`src/rtl/register_file_mp.sv`:
```
// register_file_mp: parametrised multi-port register file with two prioritised write ports,
// optional hardwired-zero R0, optional write-to-read bypass and a sequenced bulk-clear engine.
module register_file_mp #(
    parameter int WIDTH    = 8,
    parameter int DEPTH    = 8,
    parameter int NUM_RD   = 2,
    parameter int ZERO_REG = 1,
    parameter int BYPASS   = 1,
    parameter int AW       = $clog2(DEPTH)
) (
    input  logic                    clk,
    input  logic                    rst_n,
    input  logic                    we0,
    input  logic [AW-1:0]           waddr0,
    input  logic [WIDTH-1:0]        wdata0,
    input  logic                    we1,
    input  logic [AW-1:0]           waddr1,
    input  logic [WIDTH-1:0]        wdata1,
    input  logic [NUM_RD*AW-1:0]    raddr,
    output logic [NUM_RD*WIDTH-1:0] rdata,
    input  logic                    clear_req,
    output logic                    busy,
    output logic                    wr_conflict
);
    typedef enum logic {IDLE, SWEEP} state_t;

    state_t           state, state_nx;
    logic [AW-1:0]    ptr, ptr_nx;
    logic [WIDTH-1:0] mem [DEPTH];
    logic             eff0, eff1, last;

    // In range and not the hardwired-zero register; applies to both reads and writes.
    function automatic logic valid(input logic [AW-1:0] a);
        return ({1'b0, a} < (AW+1)'(DEPTH)) && !(ZERO_REG != 0 && a == '0);
    endfunction

    assign eff0 = we0 && valid(waddr0) && state == IDLE;
    assign eff1 = we1 && valid(waddr1) && state == IDLE;
    assign last = ptr == AW'(DEPTH - 1);
    assign busy = state == SWEEP;

    always_comb begin
        state_nx = state;
        ptr_nx   = ptr;
        if (state == IDLE) begin
            ptr_nx   = '0;
            state_nx = clear_req ? SWEEP : IDLE;
        end else begin
            ptr_nx   = last ? '0 : ptr + AW'(1);
            state_nx = last ? IDLE : SWEEP;
        end
    end

    always_ff @(posedge clk or negedge rst_n) begin
        if (!rst_n) begin
            state       <= IDLE;
            ptr         <= '0;
            wr_conflict <= 1'b0;
        end else begin
            state       <= state_nx;
            ptr         <= ptr_nx;
            wr_conflict <= eff0 && eff1 && waddr0 == waddr1;
        end
    end

    // Port 1 is assigned last so it wins a same-address collision.
    always_ff @(posedge clk or negedge rst_n) begin
        if (!rst_n) begin
            for (int i = 0; i < DEPTH; i++) mem[i] <= '0;
        end else if (state == SWEEP) begin
            mem[ptr] <= '0;
        end else begin
            if (eff0) mem[waddr0] <= wdata0;
            if (eff1) mem[waddr1] <= wdata1;
        end
    end

    for (genvar k = 0; k < NUM_RD; k++) begin : g_rd
        logic [AW-1:0] ra;
        assign ra = raddr[k*AW +: AW];
        assign rdata[k*WIDTH +: WIDTH] =
            !valid(ra)                             ? '0     :
            (BYPASS != 0 && eff1 && waddr1 == ra) ? wdata1 :
            (BYPASS != 0 && eff0 && waddr0 == ra) ? wdata0 : mem[ra];
    end
endmodule
```
`config.mk`:
```
export PLATFORM = sky130hd
export DESIGN_NAME = register_file_mp
export DESIGN_NICKNAME = d
export VERILOG_FILES = /design/src/rtl/register_file_mp.sv
export SDC_FILE = /design/constraint.sdc
export NUM_CORES = 1
export LEC_CHECK = 0
export CAP_MARGIN = 20
export CORE_MARGIN = 10
export CORE_UTILIZATION = 50
export CTS_CLUSTER_SIZE = 16
export DETAILED_ROUTE_END_ITERATION = 8
export GPL_TIMING_DRIVEN = 0
export PLACE_DENSITY = 0.71
export SLEW_MARGIN = 20
export SYNTH_ARGS = -nofsm -noshare
export SYNTH_HDL_FRONTEND = slang
export SYNTH_SLANG_ARGS = --single-unit
```
`constraint.sdc`:
```
create_clock -name clk -period 3.1 [get_ports clk]
set_input_delay 0.31 -clock clk [delete_from_list [all_inputs] [get_ports clk]]
set_output_delay 0.31 -clock clk [all_outputs]
set_load 0.005 [all_outputs]
```
==> impl_summary.log <==
[metrics] setup TNS: 0 ns
[metrics] final core utilization: 0.5907
[metrics] arrival time of data at the critical path endpoint: ~2.6 ns
[metrics] source of the worst register-to-register timing path: busy$_DFF_PN0_
[metrics] slack of the critical path: 0.1495 ns
[metrics] primary flip-flop cell chosen by synthesis mapping: sky130_fd_sc_hd__dfrtp_1
[metrics] count of port buffers added during placement: 32
[metrics] clock tree from TritonCTS: built
[metrics] proportion of register bits with asynchronous set or reset after synthesis: 1.000
[metrics] launching instance or port of the critical path: raddr[0]
[metrics] share of synthesized area occupied by flip-flops and latches: 0.3021
[metrics] routed wl met2: 8822 um
[metrics] H-tree depth: 3
[metrics] count of mapped cells out of synthesis: around 630
[metrics] first drt pass iteration count: 6
[metrics] final hold slack: 0.4306 ns
[metrics] normalized max-slew margin: 0.2898
[metrics] number of enable flip-flop cells after synthesis: 0
[metrics] number of fillers in the final layout: roughly 980
[metrics] peak supply drop: around 0.37 mV
[metrics] Root Buffer Master: sky130_fd_sc_hd__clkbuf_16
[metrics] Avg Synthesized Cell Area: 9.116 sq um
[metrics] Final Max Slew Viols: 0
[metrics] Synthesized Nets: about 660
[metrics] unique cell type count in the Yosys netlist: between 40 and 50
[metrics] DP Wirelength: about 15000 um
[metrics] final critical-path share of the clock period: 0.9518
[metrics] min-delay worst type: primary input to flip-flop
[metrics] post-synth design cell area: 5715 sq um
[metrics] post-route DRC violation count: 0
[metrics] initial core utilization: 0.5181
[metrics] highest net fanout along the worst path: 10
[metrics] total clock buffers created by CTS: 9
[metrics] R2R cell count: 5
[metrics] worst-case register-to-register setup slack: ~1.1 ns
[metrics] combinational family with the most area after synthesis: compound AO/OA/AOI/OAI gates
[metrics] total number of nets in the final design: roughly 700
[metrics] XOR/XNOR share of the synthesized area: 0.02299
[metrics] routed length on met1: roughly 8500 um
[metrics] Worst Skew: 0.004887 ns
[metrics] Reg clk slew, reported paths: 0.05 ns
[metrics] total of endpoints with negative setup slack in the final report: 0
[metrics] result of the run: finished clean
[metrics] slew at the pin closest to its max-slew limit: 1.057 ns
[metrics] leading cell type in the layout, fill and taps excluded: sky130_fd_sc_hd__dfrtp_1
[metrics] Worst Path Class, Setup: primary input to output port
[metrics] setup slack at placement: between 0.1 and 0.15 ns
[metrics] routed length per placed instance: between 20 and 30 um
[metrics] initial antenna violation count: 0
[metrics] maximum clock insertion buffer count: 2
[metrics] required time of the worst setup path: around 2.8 ns
[metrics] pin count of the biggest net entering global routing: 38
[metrics] power per cell area: 664.1 nW/um^2
[metrics] fraction of layout instances using a drive strength above 1: 0.1659
[metrics] max-cap violation count: 0
[metrics] number of warnings reported in the yosys synthesis log: 0
[metrics] wire length of the first global-routing pass: approximately 32000 um
[metrics] total length of routed wires: 21290 um
[metrics] width of the die: between 100 and 150 um
[metrics] vias in the first global route: ~5400
[metrics] Adder-Cell Fraction of Synth Area: 0.004378
[metrics] number of synthesized register bits: 69
[metrics] type of element capturing the critical path: output port
[metrics] top layer used by detailed routing: met4
[metrics] weighted congestion at the end of routability-driven global placement: between 0.9 and 1
[metrics] area fraction in and, or, nand and nor cells after synthesis: 0.2042
[metrics] # diodes: 0
[metrics] compound-gate portion of the synthesized area: 0.2399
[metrics] starting DRC count in detailed routing: between 900 and 1000
[metrics] die area: between 15000 and 20000 sq um
[metrics] final critical-path required period: 2.950 ns
[metrics] Placement Rows: 38
[metrics] leakage power: about 0.0027 uW
[metrics] post-synthesis mux area share: 0.1576
[metrics] capturing instance or port of the critical path: rdata[0]
[metrics] maximum operating frequency: 0.3389 GHz
[metrics] Clock Latency Late Sink: 0.35 ns
[metrics] commonest cells after routing, fill and taps aside: sky130_fd_sc_hd__dfrtp_1, sky130_fd_sc_hd__o31ai_1, sky130_fd_sc_hd__nor2_1
[metrics] number of endpoints with negative hold slack in the final report: 0
[metrics] DR vias: between 5000 and 6000
[metrics] ratio of routed vias to standard cells: 7.055
[metrics] clock sink count: slightly below 70
[metrics] leftover overflow at the end of global routing: 0
[metrics] area overhead of the layout relative to synthesis: 14.01%
[metrics] RSZ-0062 raised after global routing: false
[metrics] Post-CTS Repair Setup Buffers: 0
[metrics] remaining antenna violation count: 0
[metrics] die height: about 130 um
[metrics] startpoint kind of the worst setup timing path: primary input
[metrics] critical register-to-register path endpoint: mem[23]$_DFF_PN0_
[metrics] # IOs: between 50 and 60
[metrics] core region area: approximately 11000 sq um
[metrics] overall routing resource usage: 0.2578
[metrics] routed length on met3: between 3000 and 4000 um
==> how the worst min path moves through the flow <==
stage	endpoint	slack, ns	start	depth (start not counted)
3_5_place_dp	mem[1]$_DFF_PN0_	0.30	rst_n	1
6_report	wr_conflict$_DFF_PN0_	0.43	waddr1[0]	3
4_1_cts	wr_conflict$_DFF_PN0_	0.42	waddr1[0]	3
2_1_floorplan	busy$_DFF_PN0_	0.01	rst_n	0
3_3_place_gp	mem[61]$_DFF_PN0_	0.50	mem[61]$_DFF_PN0_	1
5_1_grt	wr_conflict$_DFF_PN0_	0.44	waddr1[0]	3
==> cell usage after synthesis, types with 12 or more instances <==
| cell type | instances | area, sq um |
|---|---|---|
| sky130_fd_sc_hd__dfrtp_1 | 69 | 1727 |
| sky130_fd_sc_hd__o31ai_1 | 64 | 480.5 |
| sky130_fd_sc_hd__nor2_1 | 61 | 229.0 |
| sky130_fd_sc_hd__nand2_1 | 56 | 210.2 |
| sky130_fd_sc_hd__and3_1 | 54 | 337.8 |
| sky130_fd_sc_hd__a211oi_1 | 48 | 360.4 |
| sky130_fd_sc_hd__mux4_2 | 32 | 720.7 |
| sky130_fd_sc_hd__a21oi_1 | 24 | 120.1 |
| sky130_fd_sc_hd__buf_2 | 19 | 95.09 |
| sky130_fd_sc_hd__o21ai_0 | 18 | 90.09 |
| sky130_fd_sc_hd__clkbuf_1 | 17 | 63.81 |
| sky130_fd_sc_hd__mux2_2 | 16 | 180.2 |
| sky130_fd_sc_hd__a22oi_1 | 13 | 97.59 |
| sky130_fd_sc_hd__buf_1 | 12 | 45.04 |
| sky130_fd_sc_hd__xnor2_1 | 12 | 105.1 |
==> kinds of logic (layout without fill, tap and decap cells) <==
family	after synthesis	count (layout)
mux	48	48
simple gates	226	226
buf+inv	75	123
compound gates	192	192
fa+ha+maj	2	2
xor+xnor	15	15
flops	69	69
==> worst max-delay path: stages <==
cell	delay [ns]
sky130_fd_sc_hd__clkdlybuf4s50_1	0.55
sky130_fd_sc_hd__buf_2	0.29
sky130_fd_sc_hd__mux4_2	0.54
sky130_fd_sc_hd__mux2_2	0.29
sky130_fd_sc_hd__o21ai_0	0.10
sky130_fd_sc_hd__a21oi_1	0.10
sky130_fd_sc_hd__clkdlybuf4s50_1	0.45
==> state kept, by name, summed over array words and instances, names as in the netlist <==
name and cells:
mem 64, ptr 3, busy 1, wr_conflict 1
==> per-stage QoR <==
| step | cells | power [uW] | cell area (sq um) |
|---|---|---|---|
| after floorplan | 627 | 2542 | 5715 |
| after global placement | 799 | 3177 | 6211 |
| after detailed placement | 800 | 3251 | 6228 |
| after CTS | 816 | 4276 | 6520 |
| after global routing | 815 | 4526 | 6516 |
| final | 815 | 4327 | 6516 |
==> area by class of cell <==
cell class	instances	area, sq um	area share
tap	140	175.2	0.02688
sequential	69	1727	0.2650
inverter	11	41.29	0.006336
clock buffer	10	229.0	0.03514
buffer	63	347.8	0.05338
multi-input combinational	483	3596	0.5518
clock inverter	5	52.55	0.008065
timing repair buffer	34	347.8	0.05338
==> timing repair <==
| action | 4_1_cts | 5_1_grt |
|---|---|---|
| resized for setup | 0 | 0 |
| endpoints found under the hold margin | 32 | 0 |
| endpoints found under the setup margin | 0 | 2 |
| hold buffers | 1 | 0 |
==> where the power goes <==
| group | switching, uW | internal [uW] |
|---|---|---|
| combinational | 1020 | 786 |
| sequential | 349 | 1160 |
| clock | 402 | 614 |
==> layer usage <==
metal  global-route usage  vias to the layer above
met2               0.3591                      428
li1                     -                     2489
met5                    0                        -
met1               0.3442                     2768
met4               0.1346                        0
met3              0.08913                       65
Note: power is estimated with default switching activity, not from simulation.
==> patch 1, RTL diff (config.mk and constraints unchanged) <==
Set the parameter `NUM_RD` to 4 (it was 2).
--- a/src/rtl/register_file_mp.sv
+++ b/src/rtl/register_file_mp.sv
@@ -3,7 +3,7 @@
 module register_file_mp #(
     parameter int WIDTH    = 8,
     parameter int DEPTH    = 8,
-    parameter int NUM_RD   = 2,
+    parameter int NUM_RD   = 4,
     parameter int ZERO_REG = 1,
     parameter int BYPASS   = 1,
     parameter int AW       = $clog2(DEPTH)
Interface: changed (resized raddr and rdata); port bits go from 51 to 73. The function was not compared with the original's and may differ.
==> patch 1 against the original RTL <==
Die area increased by 22%; total power increased by 23%; setup slack got worse by 83 ps; area after synthesis increased by 26%; clock power increased by 13%; routed wire length increased by 45%; clock skew increased by 1.2 ps; sequential cell count unchanged; cell area increased by 29%; hold slack got worse by 1.1 ps.
==> patch 1: results (changes against the original RTL) <==
Power density of the placed cells: 633.1 nW/um^2 (was 664.1 nW/um^2). The synthesized net count was 820 (was 662). The run gives 890 (was 706) as the layout net count. The worst slew margin relative to its limit is 0.2664 (was 0.2898), and the number of buffers on the longest clock path is 2 (unchanged).

The number of filler instances in the final layout came out at 1234 (was 975). The static power due to leakage is 3.292 nW (was 2.701 nW). The total half-perimeter wirelength after legalization and detailed placement was 22.47 mm (was 15.15 mm). The fraction of registers with async set or reset after synthesis came out at 1.000 (unchanged). Kind of cell adding the most delay to the critical path: buffers and inverters (unchanged). The multiplexer share of the synthesized area is 0.2494 (was 0.1576). The portion of the post-synthesis area used by sequential elements is 0.2390 (was 0.3021), and the sequential fraction of design power is 0.325 (was 0.348). The routability-driven placement congestion ratio was 1.048 (was 0.9828); the initial detailed-routing violation count was 1286 (was 933). Signal arrival time at the worst endpoint: 2720 ps (was 2640 ps). For the pin count of the biggest net entering global routing, the log shows 42 (was 38).

Launching instance or port of the critical path: waddr0[1] (was raddr[0]). The share of the synthesized area in compound gates (AO/OA/AOI/OAI) is 0.2187 (was 0.2399). The count of distinct cell types in the synthesized netlist is 42 (was 45), and the via count of the first global-routing pass is 7338 (was 5445). The run gives 6.083 ps (was 4.887 ps) as the worst setup skew after layout. The class of the worst hold path was input pin to async pin (was input pin to flop). Average wire length per cell after detail routing: 29.77 microns (was 26.12 microns). The post-synthesis xor/xnor area fraction is 0.03152 (was 0.02299), and the logic gate share of total power is 0.459 (was 0.417). Adder-cell share of the synthesized area: 0.003464 (was 0.004378). Largest cells by area after synthesis: dfrtp_1 24%, mux4_2 20%, o31ai_1 8.5% (was dfrtp_1 30%, mux4_2 13%, o31ai_1 8.4%). The switching fraction of total power was 0.4329 (was 0.4094).

The tools report the first-pass iteration count of the detailed router as 6 (unchanged). The largest single stage delay on the critical path is 540 ps. The tools report the via count of the routed design as 7696 (was 5750). Commonest cells in the synthesized netlist: 82 x o31ai_1, 69 x dfrtp_1, 64 x mux4_2 (was 69 x dfrtp_1, 64 x o31ai_1, 61 x nor2_1). The flow ran to the end, and the final reports show no timing, DRC or antenna violations. The number of port buffers was 60 (was 32); the peak ir drop on the vdd network was 585.0 uV (was 366.4 uV). Placement-stage cell area: 8073 sq um (was 6228 sq um).

The share of post-route cells with drive strength above 1 was 0.2192 (was 0.1659); the total routing usage reported by global routing was 0.3012 (was 0.2578). The first-pass GRT wire length was 45.89 mm (was 32.47 mm).
==> patch 1: cell types whose count changed after synthesis, sizes merged, moves of 6 or more <==
cell / before / now
a21oi: 24 / 9
mux2: 16 / 32
o21ai: 18 / 33
clkbuf: 21 / 34
o31ai: 64 / 82
nand3: 7 / 43
nor3b: 9 / 3
mux4: 32 / 64
xnor2: 12 / 26
buf: 43 / 58
a31oi: 3 / 38
a22oi: 16 / 0
==> patch 1: timing repair <==
action                                  in CTS  in global routing
gates cloned                                 0                  0
gates resized for setup                      2                  5
endpoints found under the hold margin       28                  0
pin swaps                                    0                  0
hold buffers                                 1                  0
setup buffers                                0                  0
endpoints found under the setup margin      24                 32
==> patch 1: cell type report <==
type                       count  area share
multi-input combinational    606      0.5931
inverter                      12    0.005350
timing repair buffer          62     0.07460
clock buffer                  10     0.02838
sequential                    69      0.2052
clock inverter                 5    0.009808
buffer                        89     0.05677
tap                          180     0.02675
==> patch 1: per-layer routing <==
metal  global-route usage  routed length (microns)  up-vias
met2               0.4493                    13530      638
met4               0.1554                     1753        0
met5                    0                        0        -
met3               0.1041                     4192      154
met1               0.3767                    11280     3727
li1                     -                        -     3177
==> patch 1: per-stage QoR <==
step	worst slack, ps	utilization	std cells
6_report	66.62	0.5996	1033
5_1_grt	1.043	0.5996	1033
4_1_cts	10.99	0.5988	1036
3_5_place_dp	-56.11	0.5749	1020
3_3_place_gp	-680.8	0.5733	1019
2_1_floorplan	1244	-	779
==> patch 1: final timing paths <==
| check | to | slack (ps) | cells after the start |
|---|---|---|---|
| worst max-delay path | rdata[12] | 70 | 7 |
| worst min-delay path | mem[52] | 430 | 2 |
| worst max register to register | mem[27] | 1030 | 5 |
| worst min register to register | mem[61] | 580 | 1 |
| max in group asynchronous | mem[14] | 2080 | 3 |
| min in group clk | wr_conflict | 500 | 3 |
==> patch 2, RTL diff (config.mk and constraints unchanged) <==
Without the edit above. Make the reset (`rst_n`) synchronous in 2 clocked blocks.
--- a/src/rtl/register_file_mp.sv
+++ b/src/rtl/register_file_mp.sv
@@ -51,7 +51,7 @@
         end
     end
 
-    always_ff @(posedge clk or negedge rst_n) begin
+    always_ff @(posedge clk) begin
         if (!rst_n) begin
             state       <= IDLE;
             ptr         <= '0;
@@ -64,7 +64,7 @@
     end
 
     // Port 1 is assigned last so it wins a same-address collision.
-    always_ff @(posedge clk or negedge rst_n) begin
+    always_ff @(posedge clk) begin
         if (!rst_n) begin
             for (int i = 0; i < DEPTH; i++) mem[i] <= '0;
         end else if (state == SWEEP) begin
Formal check against the unedited RTL: not equivalent (Yosys sat finds a counterexample within 4 cycles, from zero or initial values and one cycle with rst_n low; the reset may be asserted at any time).
==> patch 2 against the original RTL <==
Highest routed layer unchanged; critical endpoint is now rdata[1]; die area fell by 11%; cell area fell by 13%; non-clock buffer count fell by 22; setup slack got worse by 12 ps; critical path depth rose by 1; area after synthesis fell by 13%; routed wire length fell by 33%; sequential cell count did not move; sequential share of layout area rose by 9.2 points.
Power is not compared: it rests on default switching activity, and its combinational part moved more than twofold at a synthesized area within 25%.
==> patch 2: results (changes against the original RTL) <==
The flow ran to the end, and the final reports show no timing, DRC or antenna violations. Total routing usage reported by global routing: 0.1974 (was 0.2578). The number of cells on the worst reg-to-reg path was 6 (was 5); the clock-pin slew reported for the worst setup and hold paths after clock tree synthesis was 70 ps (was 50 ps). The tools report the final wirelength as 14.23 mm (was 21.29 mm). The count of distinct cell types in the synthesized netlist came out at 55 (was 45). The run gives 619 (was 800) as the number of cells after detailed placement. Largest cells by area after synthesis: edfxtp_1 39%, mux4_2 12%, o31ai_1 6.1% (was dfrtp_1 30%, mux4_2 13%, o31ai_1 8.4%). The mean post-synth cell area came out at 11.06 sq um (was 9.116 sq um). The number of port buffers works out to 31 (was 32). The number of filler instances in the final layout was 824 (was 975). For the via count of the routed design, the log shows 4081 (was 5750). The first-pass GRT wire length came out at 22.16 mm (was 32.47 mm). The layout net count was 531 (was 706); the initial detailed-routing violation count was 377 (was 933). The worst slack after detailed placement is -57.09 ps (was 121.7 ps), and the delay contributed by the slowest stage of the critical path is 570 ps (was 550 ps).

Number of enable-type register cells in the synthesized netlist: 64 (was 0). The signal arrival time at the worst endpoint was 2650 ps (was 2640 ps); the total half-perimeter wirelength after legalization and detailed placement was 11.26 mm (was 15.15 mm). The root buffer cell is clkbuf_8 (was clkbuf_16). The worst setup skew after layout was 5.637 ps (was 4.887 ps); the average wire length per cell after detail routing was 22.44 microns (was 26.12 microns). The fraction of registers with async set or reset after synthesis was 0 (was 1.000). The share of post-route cells with drive strength above 1 is 0.2076 (was 0.1659), and the slew at the pin with the worst max-slew slack is 732.1 ps (was 1057 ps).

The routability-driven placement congestion ratio was 0.9785 (was 0.9828); the pin count of the biggest net entering global routing was 12 (was 38). The run gives 0.4088 (was 0.3021) as the portion of the post-synthesis area used by sequential elements. The placement-stage cell area was 5461 sq um (was 6228 sq um); the routed length on met3 was 1.115 mm (was 3.053 mm).

The first-pass iteration count of the detailed router was 7 (was 6).
==> patch 2: cell families (layout without fill, tap and decap cells) <==
logic type,count (synthesis),in the layout,share of synthesized area
multiplexers,48,48,0.1859
XOR/XNOR,15,15,0.02656
AO/OA/AOI/OAI,131,131,0.1834
AND/OR/NAND/NOR,135,135,0.1384
buffers and inverters,46,93,0.05110
adder cells (fa/ha/maj),2,2,0.005059
other,1,8,0.0007582
flip-flops,69,69,0.4088
==> patch 2: layer usage <==
layer | up-vias | GRT usage
li1 | 1853 | -
met1 | 2013 | 0.2543
met2 | 189 | 0.3229
met3 | 26 | 0.03496
met4 | 0 | 0.07843
met5 | - | 0
==> patch 2: worst paths after layout <==
check,startpoint,end,slack [ps]
max,raddr[1],rdata[1],140
min,rst_n,ptr[0],310
max reg2reg,busy,mem[3][5],800
min reg2reg,ptr[0],ptr[0],540
==> patch 2: worst reg2reg max path, stage by stage (launching register included) <==
cell      delay [ps]
dfxtp_1          330
buf_2            170
nand3b_4         200
nor2_1           560
buf_2            340
nor2_1            60
nand2_1          310
==> patch 2: final cells by class <==
| class | instances | area (sq um) | share of cell area |
|---|---|---|---|
| multi-input combinational | 339 | 2708 | 0.4778 |
| sequential | 69 | 2022 | 0.3568 |
| timing repair buffer | 32 | 315.3 | 0.05564 |
| buffer | 43 | 242.7 | 0.04284 |
| tap | 133 | 166.4 | 0.02937 |
| clock buffer | 10 | 127.6 | 0.02252 |
| clock inverter | 6 | 77.57 | 0.01369 |
| inverter | 2 | 7.507 | 0.001325 |
==> patch 2: what timing repair did <==
item                       4_1_cts  5_1_grt
pin swaps                        0        0
gates resized for setup          1        2
hold endpoints to repair         0        0
setup endpoints to repair        8        7
hold buffers                     0        0
==> patch 2: power by group <==
part | internal (mW) | switching [mW] | total [mW]
clock | 0.445 | 0.333 | 0.778
combinational | 0.240 | 0.278 | 0.518
sequential | 1.07 | 0.0249 | 1.09
